--- src/rtl/axis_baser_tx_arb.sv ---
// Frame-aware round-robin arbiter feeding one 64-bit BASE-R transmit path.
// State | meaning:  IDLE | pick next requester   XFER | forward granted frame
module axis_baser_tx_arb #(
    parameter int DATA_WIDTH = 64,
    parameter int KEEP_WIDTH = DATA_WIDTH / 8,
    parameter int S_COUNT    = 4,
    parameter int CL_S       = (S_COUNT > 1 ? $clog2(S_COUNT) : 1)
) (
    input  logic                          clk,
    input  logic                          rst,
    input  logic [S_COUNT*DATA_WIDTH-1:0] s_axis_tdata,
    input  logic [S_COUNT*KEEP_WIDTH-1:0] s_axis_tkeep,
    input  logic [S_COUNT-1:0]            s_axis_tvalid,
    output logic [S_COUNT-1:0]            s_axis_tready,
    input  logic [S_COUNT-1:0]            s_axis_tlast,
    input  logic [S_COUNT-1:0]            s_axis_tuser,
    output logic [DATA_WIDTH-1:0]         m_axis_tdata,
    output logic [KEEP_WIDTH-1:0]         m_axis_tkeep,
    output logic                          m_axis_tvalid,
    input  logic                          m_axis_tready,
    output logic                          m_axis_tlast,
    output logic                          m_axis_tuser,
    input  logic                          tx_enable,
    output logic                          grant_valid,
    output logic [CL_S-1:0]               grant_index,
    output logic [31:0]                   frame_count
);

    typedef enum logic {IDLE, XFER} state_t;

    state_t                state_q;
    logic [CL_S-1:0]       last_grant_q;
    logic [CL_S-1:0]       grant_index_q;
    logic                  grant_valid_q;
    logic [DATA_WIDTH-1:0] tdata_q;
    logic [KEEP_WIDTH-1:0] tkeep_q;
    logic                  tvalid_q;
    logic                  tlast_q;
    logic                  tuser_q;
    logic [31:0]           frame_count_q;

    logic                  any_req;
    logic [CL_S-1:0]       pick;
    logic [CL_S:0]         cand;
    logic                  src_ready;
    logic                  src_hs;
    logic [DATA_WIDTH-1:0] sel_tdata;
    logic [KEEP_WIDTH-1:0] sel_tkeep;
    logic                  sel_tlast;
    logic                  sel_tuser;

    // Walk downward so the nearest index after last_grant is the last one written.
    always_comb begin
        any_req = 1'b0;
        pick    = '0;
        cand    = '0;
        for (int k = S_COUNT; k >= 1; k--) begin
            cand = {1'b0, last_grant_q} + (CL_S+1)'(k);
            if (cand >= (CL_S+1)'(S_COUNT)) begin
                cand = cand - (CL_S+1)'(S_COUNT);
            end
            if (s_axis_tvalid[cand[CL_S-1:0]]) begin
                any_req = 1'b1;
                pick    = cand[CL_S-1:0];
            end
        end
    end

    assign src_ready = (state_q == XFER) && (!tvalid_q || m_axis_tready);
    assign src_hs    = src_ready && s_axis_tvalid[grant_index_q];
    assign sel_tdata = s_axis_tdata[int'(grant_index_q)*DATA_WIDTH +: DATA_WIDTH];
    assign sel_tkeep = s_axis_tkeep[int'(grant_index_q)*KEEP_WIDTH +: KEEP_WIDTH];
    assign sel_tlast = s_axis_tlast[grant_index_q];
    assign sel_tuser = s_axis_tuser[grant_index_q];

    assign s_axis_tready = src_ready ? (S_COUNT'(1) << grant_index_q) : '0;

    always_ff @(posedge clk or posedge rst) begin
        if (rst) begin
            state_q       <= IDLE;
            last_grant_q  <= CL_S'(S_COUNT - 1);
            grant_index_q <= '0;
            grant_valid_q <= 1'b0;
            tdata_q       <= '0;
            tkeep_q       <= '0;
            tvalid_q      <= 1'b0;
            tlast_q       <= 1'b0;
            tuser_q       <= 1'b0;
            frame_count_q <= '0;
        end else begin
            if (src_hs) begin
                tdata_q  <= sel_tdata;
                tkeep_q  <= sel_tkeep;
                tlast_q  <= sel_tlast;
                tuser_q  <= sel_tuser;
                tvalid_q <= 1'b1;
            end else if (m_axis_tready) begin
                tvalid_q <= 1'b0;
            end

            if (tvalid_q && m_axis_tready && tlast_q) begin
                frame_count_q <= frame_count_q + 32'd1;
            end

            case (state_q)
                IDLE: begin
                    if (tx_enable && any_req) begin
                        grant_index_q <= pick;
                        last_grant_q  <= pick;
                        grant_valid_q <= 1'b1;
                        state_q       <= XFER;
                    end
                end
                XFER: begin
                    if (src_hs && sel_tlast) begin
                        grant_valid_q <= 1'b0;
                        state_q       <= IDLE;
                    end
                end
                default: state_q <= IDLE;
            endcase
        end
    end

    assign m_axis_tdata  = tdata_q;
    assign m_axis_tkeep  = tkeep_q;
    assign m_axis_tvalid = tvalid_q;
    assign m_axis_tlast  = tlast_q;
    assign m_axis_tuser  = tuser_q;
    assign grant_valid   = grant_valid_q;
    assign grant_index   = grant_index_q;
    assign frame_count   = frame_count_q;

endmodule

--- config.mk ---
export PLATFORM = sky130hd
export DESIGN_NAME = axis_baser_tx_arb
export DESIGN_NICKNAME = d
export VERILOG_FILES = /design/src/rtl/axis_baser_tx_arb.sv
export SDC_FILE = /design/constraint.sdc
export NUM_CORES = 1
export LEC_CHECK = 0
export BUFFER_PORTS_ARGS = -buffer_cell sky130_fd_sc_hd__buf_2
export CAP_MARGIN = 5
export CORE_AREA = 3 3 161 163
export DETAILED_ROUTE_END_ITERATION = 12
export DIE_AREA = 0 0 164 166
export GPL_TIMING_DRIVEN = 0
export PLACE_DENSITY_LB_ADDON = 0.2
export SYNTH_ARGS = -nofsm -noshare
export SYNTH_HDL_FRONTEND = slang
export SYNTH_SLANG_ARGS = --single-unit
--- constraint.sdc ---
create_clock -name clk -period 4.6 [get_ports clk]
set_clock_uncertainty 0.05 [all_clocks]
set_input_delay 0.23 -clock clk [delete_from_list [all_inputs] [get_ports clk]]
set_output_delay 0.23 -clock clk [all_outputs]
set_load 0.02 [all_outputs]
**After elaboration in Yosys (flattened, before gate mapping)**

Cells that the tools add are included.

- Register bits after elaboration: 113
- Output and inout bits: 114
- Logic and storage cells: 80

- $add $sub $neg: 9
- $lt $le $gt $ge: 9
- Equality and inequality tests: 2
- Shift-type cells: 3
- Muxes and demuxes: 35
- Bitwise gates (word level): 1
- Reductions and logical operators: 11

Operators by type and width:

| operator | count |
|---|---|
| $shiftx A256 B9 Y64 | 1 |
| $add A32 B1 Y32 const B | 1 |
| $shiftx A32 B6 Y8 | 1 |
| $mux W1 | 17 |
| $mux W2 | 8 |
| $lt A2 B3 Y1 const B | 5 |
| $bmux W1 S2 | 7 |
| $ge A3 B3 Y1 const B | 4 |
| $sub A2 B1 Y2 const B | 4 |
| $add A2 B2 Y3 const B | 2 |
| $logic_and A1 B1 Y1 | 6 |
| $mux W4 | 1 |
| $pmux W1 S2 | 2 |
| $reduce_and A2 Y1 | 2 |
| $shl A1 B2 Y4 const A | 1 |
| $add A2 B1 Y3 const B | 1 |
| $add A2 B3 Y3 const B | 1 |
| $ne A2 B1 Y1 const B | 1 |
| $ne A2 B2 Y1 const B | 1 |
| $reduce_bool A2 Y1 | 1 |
| $logic_not A1 Y1 | 1 |
| $logic_or A1 B1 Y1 | 1 |
| $not A1 Y1 | 1 |

**Logic depth before layout (Yosys ltp)**

Gate-level depths: netlist of run 1.

- Depth in word-level cells: 12
- Depth in mapped cells: 7
- Gate-level depth less buffers: 5

**Worst setup path before layout of run 1**

OpenSTA, ideal clock, no wires.

- Path type: register -> register
- Start point: register grant_index_q[0], in the netlist grant_index[0]
- End point: register tdata_q[49], in the netlist m_axis_tdata[49]
- Arrival time: 1836 ps
- Required time: 4422 ps
- Path slack: 2587 ps
- Cell stages (with the launch flop): 5
- Buffers on the path: 2
- Path through: dfrtp_1 > buf_6 > clkbuf_1 > mux4_2 > mux2_1

- Cells in the longest elaborated chain, start to end: 3

Ends and longest elaborated chain:

| item | RTL line | text |
|---|---|---|
| start, declared | 33 | `logic [CL_S-1:0] grant_index_q;` |
| start signal, assigned | 108 | `grant_index_q <= pick;` |
| parallel branches: the longest is 3 deep, another holds $shiftx A256 B9 Y64 | -- |  |
| end signal, assigned | 92 | `tdata_q <= sel_tdata;` |
| end, declared | 35 | `logic [DATA_WIDTH-1:0] tdata_q;` |

Parallel ways; which one is timed is not known. The select of a mux whose other input is x is not followed.
A chain may end at the register's enable or synchronous reset.

**Final worst setup path of run 1**

- Start point: register grant_index_q[1], in the netlist grant_index[1]
- End point: output port s_axis_tready[3]

- Cells in the longest elaborated chain, start to end: 2

Ends and longest elaborated chain:

| item | RTL line | text |
|---|---|---|
| $shl A1 B2 Y4 | 76 | `assign s_axis_tready = src_ready ? (S_COUNT'(1) << grant_index_q) : '0;` |
| $mux W4 | 76 |  |
| end, declared | 14 | `output logic [S_COUNT-1:0] s_axis_tready,` |

No other way between the ends.

==> flow_summary.toml, run 1 <==
[run_status]
status = "completed"

[critical_path]
cp.arrival_ps = 2300
cp.required_ps = 4320
r2r_cells = 5
crit_type = "flip-flop to output port"
endpoint_kind = "output port"
cp_max_fo = 10
crit_path_start_kind = "flip-flop"

[finish]
final_util = 0.387
multi_input_area_um2 = 3310
diodes = 0
final_cells = 1195
final_area_um2 = 9470
fillCellCount = 2439
drive_gt1_frac = 0.660
register_area_um2 = 2830
syn_to_final_growth_pct = 48.5
nets = 1163

[timing]
worst_hold_slack_ps = 173
rsz0062_at_grt = "no"
setup_viol = 0
period_needed_ps = 2580
worstMarginPinSlew_ps = 799
fin_crit_sh = 0.562
slew_headroom = 0.467
slew_violations = 0
hold_viol = 0
fmax_mhz = 387

[synth]
ys_types = 37
synth_most_common_cell = "dfrtp_1"
synth_largest_area_cell = "dfrtp_1"
synthTopCellsByCount = "dfrtp_1 (111), mux4_2 (75), mux2_1 (48)"
synth_area_leaders = "dfrtp_1 (44%), mux4_2 (26%), mux2_1 (8.5%)"
async_reset_ff_frac = 1.00
syn_area_um2 = 6370
yosys_most_used_dff = "dfrtp_1"
synth_seq_area_share = 0.444
ys_seq_elements = 113
synth.avg_cell_area_um2 = 15.2
netlist.area_leader.share = 0.436
yosysWarnings = 0
synthCells = 420
syn-num-nets = 725
synth-edff-count = 0

[detailed_routing]
antenna_left = 0
routed_wirelength_mm = 22.7
drtIter0Drc = 207
firstDrtPassIters = 4
drt-vias-per-instance = 4.64
drc = 0
drt-wirelength-per-cell_um = 19.0
via_count = 5543

[floorplanning]
die_y_um = 166
io_pins = 418
start_util = 0.261
core_area_um2 = 24500
die-area_um2 = 27200
rows = 57
chipWidth_um = 164

[clock_tree]
cts-root-buf = "clkbuf_16"
cts_max_path_buffers = 2
tritoncts = "built"
post_cts_resize_count = 0
htreeDepth = 4
clock_sinks = 113
cts_hold_buffers = 1
path_clk_slew_ps = 50
clk_latency_ps = 410
postCtsSetupBuffers = 0
numCtsBuffers = 17

[placed_design]
dp_hpwl_mm = 18.5
port_buffers = 417
place_congestion = 0.785
placed_cells = 1162
post_dp_cell_area_um2 = 8900

[power]
power_mw = 5.94
p_leak_nw = 4.64
ir_drop_mv = 0.249
power_density_nw_per_um2 = 627

[grt]
grt_pass1_wl_mm = 34.0
use_met3 = 0.0456
antenna_found_initial = 1
track_usage = 0.164
grt_pass1_vias = 5798
grt_busiest_layer = "met2"
grtUsageMet1 = 0.195
use_met2 = 0.292
grt_max_degree = 60
grt_overflow_total = 0

[hold_path]
whs_path_depth = 3
hp-class = "primary input to flip-flop"

[run]
drv_cap = 0
-- report_power, final --
part | leakage (nW) | total [mW] | switching [mW] | internal (mW)
Clock | 0.261 | 1.25 | 0.493 | 0.755
Sequential | 1.37 | 1.61 | 0.205 | 1.40
Combinational | 3.00 | 3.08 | 1.59 | 1.49
-- per-layer routing --
| metal | routed length (um) | share of wire | vias to the layer above |
|---|---|---|---|
| li1 | - | - | 2509 |
| met1 | 8900 | 0.39 | 2759 |
| met2 | 11900 | 0.52 | 254 |
| met3 | 1640 | 0.072 | 19 |
| met4 | 240 | 0.011 | 2 |
| met5 | 20 | 0.00088 | - |
-- layout by cell type, fill, tap and decap left out, types with 5 or more instances in the layout --
| cell | instances |
|---|---|
| dfrtp_1 | 111 |
| nor2_1 | 9 |
| xnor2_1 | 10 |
| nand4_1 | 6 |
| nand2_1 | 17 |
| clkinvlp_4 | 5 |
| nand3_1 | 10 |
| inv_1 | 7 |
| clkbuf_1 | 8 |
| nor3_1 | 14 |
| buf_2 | 425 |
| mux2_1 | 48 |
| and4_1 | 5 |
| clkbuf_16 | 17 |
| mux2_2 | 27 |
| xor2_1 | 21 |
| mux4_2 | 75 |
-- stage by stage --
step | setup TNS, ps | worst slack [ps]
after floorplan | 0 | 1340
after global placement | -39900 | -368
after detailed placement | 0 | 2240
after CTS | 0 | 1850
after global routing | 0 | 1740
final | 0 | 2020
-- layout make-up --
type                    instances  share of cell area
clock buffers                  19              0.0468
repair buffers                419               0.224
inverters                       8             0.00370
flip-flops and latches        113               0.299
well taps                     324              0.0428
multi-input cells             271               0.350
clock inverters                13              0.0120
plain buffers                  28              0.0217
-- sequential cells by signal, indices dropped and copies added, names as in the netlist --
name,cells
m_axis_tkeep,8
m_axis_tlast,1
grant_valid,1
m_axis_tvalid,1
grant_index,2
frame_count,32
last_grant_q,2
m_axis_tuser,1
state_q,1
m_axis_tdata,64
-- worst paths after layout --
check	start	slack, ps	endpoint
min reg2reg	frame_count[31]	410	frame_count[31]
max reg2reg	grant_index[1]	2340	m_axis_tdata[51]
min in group asynchronous	rst	390	frame_count[12]
max	grant_index[1]	2020	s_axis_tready[3]
min	m_axis_tready	170	m_axis_tvalid
max in group asynchronous	rst	3350	last_grant_q[0]
-- worst max-delay path: stages, from the launching register on --
cell     delay [ps]
dfrtp_1         330
buf_2           220
buf_2           300
buf_1           520
inv_1           180
nor2_1          140
buf_2           190
-- cell families (layout without fill, tap and decap cells) --
group | Yosys count | after routing | synth area share
multiplexers | 150 | 150 | 0.397
flip-flops | 113 | 113 | 0.444
AND/OR/NAND/NOR | 76 | 76 | 0.0628
buffers and inverters | 36 | 487 | 0.0369
XOR/XNOR | 31 | 31 | 0.0426
AO/OA/AOI/OAI | 13 | 13 | 0.0143
adder cells (fa/ha/maj) | 1 | 1 | 0.00196
Power figures use the tool's default switching activity.
==> inputs of run 2 (changes only) <==
==> constraint.sdc (replaced) <==
create_clock -name clk -period 2.3 [get_ports clk]
set_clock_uncertainty 0.05 [all_clocks]
set_input_delay 0.115 -clock clk [delete_from_list [all_inputs] [get_ports clk]]
set_output_delay 0.115 -clock clk [all_outputs]
set_load 0.02 [all_outputs]
==> flow_summary.toml, run 2 (synthesized netlist as in run 1, its figures left out) <==
[floorplanning]
core_area_um2 = 24500
chipWidth_um = 164
die-area_um2 = 27200
die_y_um = 166
rows = 57
io_pins = 418
start_util = 0.261

[critical_path]
crit_path_start_kind = "flip-flop"
cp_slowest_cell = "mux4_2"
r2r_cells = 6
cp.required_ps = 2530
cp.arrival_ps = 2390
reg2reg_from = "grant_index[0]"
rr_endpoint = "m_axis_tdata[55]"
cpMostUsedCell = "buf_6"
critical_path_buf_inv_count = 3
rrSetupSlack_ps = 140
max_stage_delay_ps = 560
cp_max_fo = 10
crit_type = "flip-flop to flip-flop"
cp_cell_sequence = "buf_6, mux4_2, nand3_2, buf_6, buf_6, mux2_1"
cp_top_family = "multiplexers"
endpoint_kind = "flip-flop"

[timing]
worstMarginPinSlew_ps = 702
fin_crit_sh = 0.939
slew_violations = 0
setup_viol = 0
fmax_mhz = 463
slew_headroom = 0.532
period_needed_ps = 2160
rsz0062_at_grt = "no"
setup_tns_ps = 0
hold_viol = 0

[detailed_routing]
drc = 0
antenna_left = 0
via_count = 5517
firstDrtPassIters = 4
routed_wirelength_mm = 22.1
drtIter0Drc = 182
drt-vias-per-instance = 4.61
drt-wirelength-per-cell_um = 18.5

[grt]
grt_overflow_total = 0
grt_pass1_wl_mm = 32.9
antenna_found_initial = 2
grt_max_degree = 41
track_usage = 0.159
grt_pass1_vias = 5813

[clock_tree]
tritoncts = "built"
clk_latency_ps = 400
cts_max_path_buffers = 2
cts-root-buf = "clkbuf_16"
path_clk_slew_ps = 60
numCtsBuffers = 17
htreeDepth = 4
clock_sinks = 113

[power]
p_leak_nw = 4.68
power_density_nw_per_um2 = 1260
power_mw = 12.0
ir_drop_mv = 0.406

[hold_path]
hp-class = "primary input to flip-flop"
whs_path_depth = 3
min_from = "s_axis_tvalid[0]"
min_to = "last_grant_q[0]"

[finish]
final_area_um2 = 9530
final_common_cell = "buf_2"
nets = 1165
largest_reg_flops = 64
drive_gt1_frac = 0.663
fillCellCount = 2461
final_util = 0.389
syn_to_final_growth_pct = 49.4
final_cell_mix = "buf_2 (424), dfrtp_1 (111), mux4_2 (75)"

[placed_design]
dp_hpwl_mm = 18.1
port_buffers = 417
post_dp_cell_area_um2 = 8930
place_congestion = 0.797

[run_status]
status = "completed"

[run]
drv_cap = 0
[run 2: per-stage QoR]
stage                     setup slack, ps  hold WS (ps)  instances
after floorplan                       287           271        420
after global placement               -166           403       1161
after detailed placement             -130         -36.2       1164
after CTS                            34.1          39.5       1196
after global routing                 15.8          58.7       1198
final                                 141          68.9       1198
[run 2: how the worst max path moves through the flow]
stage / startpoint / to / slack, ps / cells after the start
2_1_floorplan: grant_index[0] / m_axis_tdata[49] / 290 / 4
3_3_place_gp: rst / m_axis_tkeep[0] / -170 / 2
3_5_place_dp: grant_index[1] / m_axis_tdata[54] / -130 / 5
4_1_cts: grant_index[1] / s_axis_tready[3] / 30 / 6
5_1_grt: grant_index[1] / s_axis_tready[3] / 20 / 6
6_report: grant_index[0] / m_axis_tdata[55] / 140 / 6
[run 2: final cells by class]
cell class	count	area (um2)	share of cell area
Multi-Input combinational cell	271	3310	0.347
Sequential cell	113	2830	0.297
Timing Repair Buffer	421	2160	0.226
Clock buffer	21	460	0.0483
Tap cell	324	405	0.0426
Buffer	28	214	0.0225
Clock inverter	10	110	0.0116
Inverter	8	33.8	0.00355
Antenna cell	2	5.00	0.000525
[run 2: tightest hold or removal path, stage by stage]
cell	delay [ps]
buf_2	120
o211ai_1	150
o21a_1	130
[run 2: timing repair]
item | in CTS | in global routing
gates cloned | 0 | 0
hold endpoints to repair | 73 | 0
buffers inserted | 0 | 0
hold buffers | 1 | 0
setup endpoints to repair | 15 | 1
resized for setup | 4 | 1
[run 2: routing by layer]
metal	share of wire	GRT usage	vias up
met5	0	0	-
met4	0.016	0.0478	0
met3	0.071	0.0397	19
met2	0.51	0.274	240
met1	0.40	0.196	2737
li1	-	-	2521
[run 2: power by group]
group | switching [mW] | internal (mW)
Combinational | 3.20 | 3.00
Clock | 0.940 | 1.64
Sequential | 0.428 | 2.81
